[src/rtl/seq_subtractor.sv]
// Multi-cycle subtractor: diff = a - b - bin, CHUNK bits per cycle through one add cell (a + ~b + carry).
// Optional signed-overflow output ovf is built only when SEQ_SUB_OVF_EN is defined.
module seq_subtractor #(
  parameter int WIDTH = 16,
  parameter int CHUNK = 4
) (
  input  logic             clk,
  input  logic             rst,
  input  logic             in_valid,
  output logic             in_ready,
  input  logic [WIDTH-1:0] a,
  input  logic [WIDTH-1:0] b,
  input  logic             bin,
  output logic             out_valid,
  input  logic             out_ready,
  output logic [WIDTH-1:0] diff,
  output logic             bout,
`ifdef SEQ_SUB_OVF_EN
  output logic             ovf,
`endif
  output logic [1:0]       dbg_state
);

  localparam int NCHUNK = WIDTH / CHUNK;
  localparam int CW     = (NCHUNK > 1) ? $clog2(NCHUNK) : 1;
  localparam int IW     = (WIDTH > 1) ? $clog2(WIDTH) : 1;

  typedef enum logic [1:0] {IDLE = 2'd0, RUN = 2'd1, DONE = 2'd2} state_t;

  // Handshake: a transfer happens on a rising edge where valid and ready are both high;
  // in_ready is high only in IDLE, out_valid only in DONE, and the producer holds data until accepted.
  state_t           r_state;
  state_t           w_next;
  logic [WIDTH-1:0] r_a;
  logic [WIDTH-1:0] r_b;
  logic             r_carry;
  logic [CW-1:0]    r_cnt;
  logic [WIDTH-1:0] r_diff;
  logic             r_bout;
  logic             r_out_valid;
  logic [IW-1:0]    w_base;
  logic [CHUNK:0]   w_sum;
  logic             w_last;

  assign w_base = IW'(32'(r_cnt) * CHUNK);
  assign w_last = (r_cnt == CW'(NCHUNK - 1));
  // Subtraction as addition: invert b, carry-in is the complement of the borrow.
  assign w_sum  = {1'b0, r_a[w_base +: CHUNK]} + {1'b0, ~r_b[w_base +: CHUNK]}
                + {{CHUNK{1'b0}}, r_carry};

  assign in_ready  = (r_state == IDLE);
  assign out_valid = r_out_valid;
  assign diff      = r_diff;
  assign bout      = r_bout;
  assign dbg_state = r_state;

  always_ff @(posedge clk or posedge rst) begin
    if (rst) r_state <= IDLE;
    else     r_state <= w_next;
  end

  always_comb begin
    w_next = r_state;
    unique case (r_state)
      IDLE:    if (in_valid)  w_next = RUN;
      RUN:     if (w_last)    w_next = DONE;
      DONE:    if (out_ready) w_next = IDLE;
      default: w_next = IDLE;
    endcase
  end

  // Operand registers are only meaningful during RUN, so they carry no reset.
  always_ff @(posedge clk) begin
    if (r_state == IDLE && in_valid) begin
      r_a <= a;
      r_b <= b;
    end
  end

  always_ff @(posedge clk or posedge rst) begin
    if (rst) begin
      r_carry     <= 1'b0;
      r_cnt       <= '0;
      r_diff      <= '0;
      r_bout      <= 1'b0;
      r_out_valid <= 1'b0;
    end else begin
      unique case (r_state)
        IDLE: begin
          if (in_valid) begin
            r_carry <= ~bin;
            r_cnt   <= '0;
          end
        end
        RUN: begin
          r_diff[w_base +: CHUNK] <= w_sum[CHUNK-1:0];
          r_carry                 <= w_sum[CHUNK];
          if (w_last) begin
            r_bout      <= ~w_sum[CHUNK];
            r_out_valid <= 1'b1;
            r_cnt       <= '0;
          end else begin
            r_cnt <= r_cnt + 1'b1;
          end
        end
        DONE: begin
          if (out_ready) r_out_valid <= 1'b0;
        end
        default: r_out_valid <= 1'b0;
      endcase
    end
  end

`ifdef SEQ_SUB_OVF_EN
  logic r_ovf;
  // Overflow only when operand signs differ and the result sign departs from the minuend's.
  always_ff @(posedge clk or posedge rst) begin
    if (rst) begin
      r_ovf <= 1'b0;
    end else if (r_state == RUN && w_last) begin
      r_ovf <= (r_a[WIDTH-1] != r_b[WIDTH-1]) & (w_sum[CHUNK-1] != r_a[WIDTH-1]);
    end
  end
  assign ovf = r_ovf;
`endif

endmodule

[config.mk]
export PLATFORM = sky130hd
export DESIGN_NAME = seq_subtractor
export DESIGN_NICKNAME = d
export VERILOG_FILES = /design/src/rtl/seq_subtractor.sv
export SDC_FILE = /design/constraint.sdc
export NUM_CORES = 1
export LEC_CHECK = 0
export CORE_MARGIN = 2
export CORE_UTILIZATION = 42
export CTS_BUF_LIST = sky130_fd_sc_hd__clkbuf_2 sky130_fd_sc_hd__clkbuf_4 sky130_fd_sc_hd__clkbuf_8
export DETAILED_ROUTE_END_ITERATION = 10
export PLACE_DENSITY = 0.78
export SLEW_MARGIN = 20
export SYNTH_ARGS = -nofsm -noshare
export SYNTH_HDL_FRONTEND = slang
export SYNTH_SLANG_ARGS = --single-unit
[constraint.sdc]
create_clock -name clk -period 3.3 [get_ports clk]
set_clock_uncertainty 0.1 [all_clocks]
set_input_delay 0.825 -clock clk [delete_from_list [all_inputs] [get_ports clk]]
set_output_delay 0.825 -clock clk [all_outputs]
set_load 0.005 [all_outputs]
==> metrics list <==
- Post-CTS sizing: 0
- For this run, the number of Yosys warnings is 0.
- Total via count in the routed design: 1452
* Largest net degree at the start of global routing: 33
* Slew at the pin closest to its max-slew limit: 0.875 ns
* Number of buffers added by the clock tree synthesis step: 5
- Congestion Overflow GR: 0
- Across the run, the number of max-cap violations was 0.
* Global placer's final weighted congestion: 0.749
- Final design instance area without fill: 3120 um^2
* Met3 Wirelength: 285 um
- Synthesis produced 161 cells.
* Average instance area after synthesis: 14.5 um^2
- Core box area: 5440 um^2
- Number of design-rule violations left by the first detailed-router iteration: 84
- Antenna violations before repair: 0
- HPWL reported at the end of detailed placement: 3100 um
- Final-layout fill cell count: 459
- At the worst endpoint, the required time is 3.38 ns.
* Wire length per cell: 13.5 um
- The detailed router put a total of 1680 um of wire on met1.
* Total setup buffers inserted after CTS: 0
- Antenna fix cells: 0
* Final count of pins violating max slew: 0
- The first global-routing pass estimated 6800 um of wire.
* Maximum vdd drop: 472 uV
* Buffers added on ports: 57
* CTS H-tree depth: 2
- Number of synthesized flops with an enable pin: 32
- Max transition margin: 41.6%
- Worst Setup End Kind: flip-flop
- After clock tree synthesis, the clock-pin slew on the worst setup and hold paths is 0.09 ns.
- Number of distinct library cells after synthesis: 31
- Via density: 4.87
* #FFs+latches synth: 55
* Setup tns final: 0 ns
- Setup slack on the worst reg-to-reg path comes out at 0.72 ns.
* Minimum clock period after layout: 2.58 ns
- Die Width: 78.6 um
* Data arrival, critical path: 2.66 ns
- After detailed routing, the total wire length is 4010 um.
* Cell area reported after detailed placement: 3010 um^2
* Run status: completed
* FF+latch area: 1540 um^2
* Leakage component of the power: 0.00123 uW
- Number of buffers on the longest clock path: 2
* Syn-to-layout area delta: 33.6%
- Die Y: 78.6 um
- In the routed design, unresolved DRC markers number 0.
- Category of the critical setup timing path: reg -> reg
- Global routing consumed, over all layers together, 14.4% of the routing resources.
* Hold Buf Count CTS: 0
- Of the available clock period, the critical path in the final layout requires 78.2%.
- Among all flip-flop cells after synthesis, the most frequent one is edfxtp_1.
- I/O pin count: 58
- After layout, the design draws a total of 2680 uW.
* Syn Nets: 209
* Launching element type of the critical path: flip-flop
- Number of placement rows: 27
- Detailed route wirelength on metal2: 1990 um
- Of all nets on the critical path, the largest fanout is 5.
* HP Class: reg -> reg
- Area of the die: 6170 um^2
- Summing all multi-input logic gate instances after layout gives 748 um^2.
* Maximum clock frequency: 0.388 GHz
- For this run, the share of the core covered by cells in the final layout is 57.4%.
- The via count of the first global-routing pass was 1504.
- Setup repair after global routing left no endpoint under its margin.
* Number of nets with antenna violations after routing: 0
- Async SR Flop Fraction: 41.8%
- Once the floorplan was initialized, standard cells occupied 42.9% of the core.
* Number of clock sinks: 55
* Final-report setup violation count: 0
- Cell area after synthesis: 2340 um^2
* Clock Root Buffer: clkbuf_8
* Share of layout cells above drive strength 1: 10.2%
- Sequential elements use 65.8% of the synthesized area.
- Total Nets Final: 273
* Clock tree from TritonCTS: built
* Insertion delay of the later-clocked pin in the worst-skew pair: 0.31 ns
- Topmost layer with routed signal wires: met4
- First drt pass iteration count: 4
- For this design the ratio of total power to cell area is 857 nW/um^2.
- On the final layout, the worst hold slack is 0.388 ns.
* Hold Violations, Final: 0
## cells in the mapped netlist, drive strengths merged, types with 3 or more instances
library cell / number / area (um^2)
a22o: 5 / 43.8
o21ai: 14 / 73.8
nand2: 26 / 105
nor4: 3 / 18.8
mux4: 8 / 180
dfrtp: 23 / 576
inv: 10 / 37.5
edfxtp: 32 / 961
ha: 9 / 113
or4: 3 / 26.3
nand2b: 3 / 18.8
nor2: 6 / 22.5
## per-stage QoR
stage / setup WS [ns] / std cells
2_1_floorplan: 0.558 / 161
3_3_place_gp: 0.795 / 290
3_5_place_dp: 0.697 / 290
4_1_cts: 0.684 / 298
5_1_grt: 0.529 / 298
6_report: 0.721 / 298
## state kept, by name, indices dropped and copies added (netlist names)
| name | cells |
|---|---|
| diff | 16 |
| dbg_state | 2 |
| r_carry | 1 |
| r_cnt | 2 |
| r_b | 16 |
| bout | 1 |
| out_valid | 1 |
| r_a | 16 |
## metal layers
metal | GRT usage (%) | vias to the layer above
met5 | 0 | -
met4 | 4.21 | 0
met3 | 5.17 | 7
met2 | 23.8 | 50
met1 | 17.8 | 685
li1 | - | 710
## path summary, 6_finish.rpt
| kind | end | depth (start not counted) | startpoint |
|---|---|---|---|
| worst max-delay path | diff[6] | 5 | r_cnt[0] |
| worst max register to register | diff[6] | 5 | r_cnt[0] |
| worst min register to register | out_valid | 2 | out_valid |
| max in group asynchronous | diff[3] | 2 | rst |
| worst min-delay path | out_valid | 2 | out_valid |
| min in group asynchronous | diff[7] | 2 | rst |
## critical path, cell delays in order (launching register included)
cell and delay, ns:
dfrtp_1 0.50, mux4_2 0.55, fa_1 0.42, fa_1 0.41, xor2_1 0.34, o31ai_1 0.13
## power by group
part | leakage, uW | internal [uW] | switching [uW]
sequential | 0.000599 | 919 | 101
combinational | 0.000567 | 580 | 626
clock | 0.0000592 | 238 | 212
total | 0.00123 | 1740 | 939
## layout make-up
| class | count | area share, % |
|---|---|---|
| clock buffers | 6 | 2.45 |
| well taps | 72 | 2.89 |
| clock inverters | 2 | 1.24 |
| inverters | 10 | 1.20 |
| flip-flops and latches | 55 | 49.2 |
| multi-input cells | 93 | 24.0 |
| repair buffers | 60 | 19.0 |
## cells in the final DEF, fill, tap and decap left out, types with 2 or more instances in the layout
master and instances:
clkdlybuf4s50_1 57, edfxtp_1 32, nand2_1 25, dfrtp_1 23, inv_1 10, o21ai_1 10
ha_1 9, mux4_2 8, nor2_1 6, a22o_1 5, clkbuf_8 5, nand2b_1 3
nor4_1 3, o21ai_0 3, buf_4 3, xor2_1 2, o31ai_1 2, or4_1 2
fa_1 2
## logic make-up after synthesis
kind of cell    after synthesis  synth area share (%)
buf+inv                      13                  2.20
simple gates                 47                  9.96
fa+ha+maj                    11                  6.53
mux                           9                  8.14
compound gates               24                  6.64
flops                        55                  65.8
xor+xnor                      2                 0.750
Note: power is estimated with default switching activity, not from simulation.
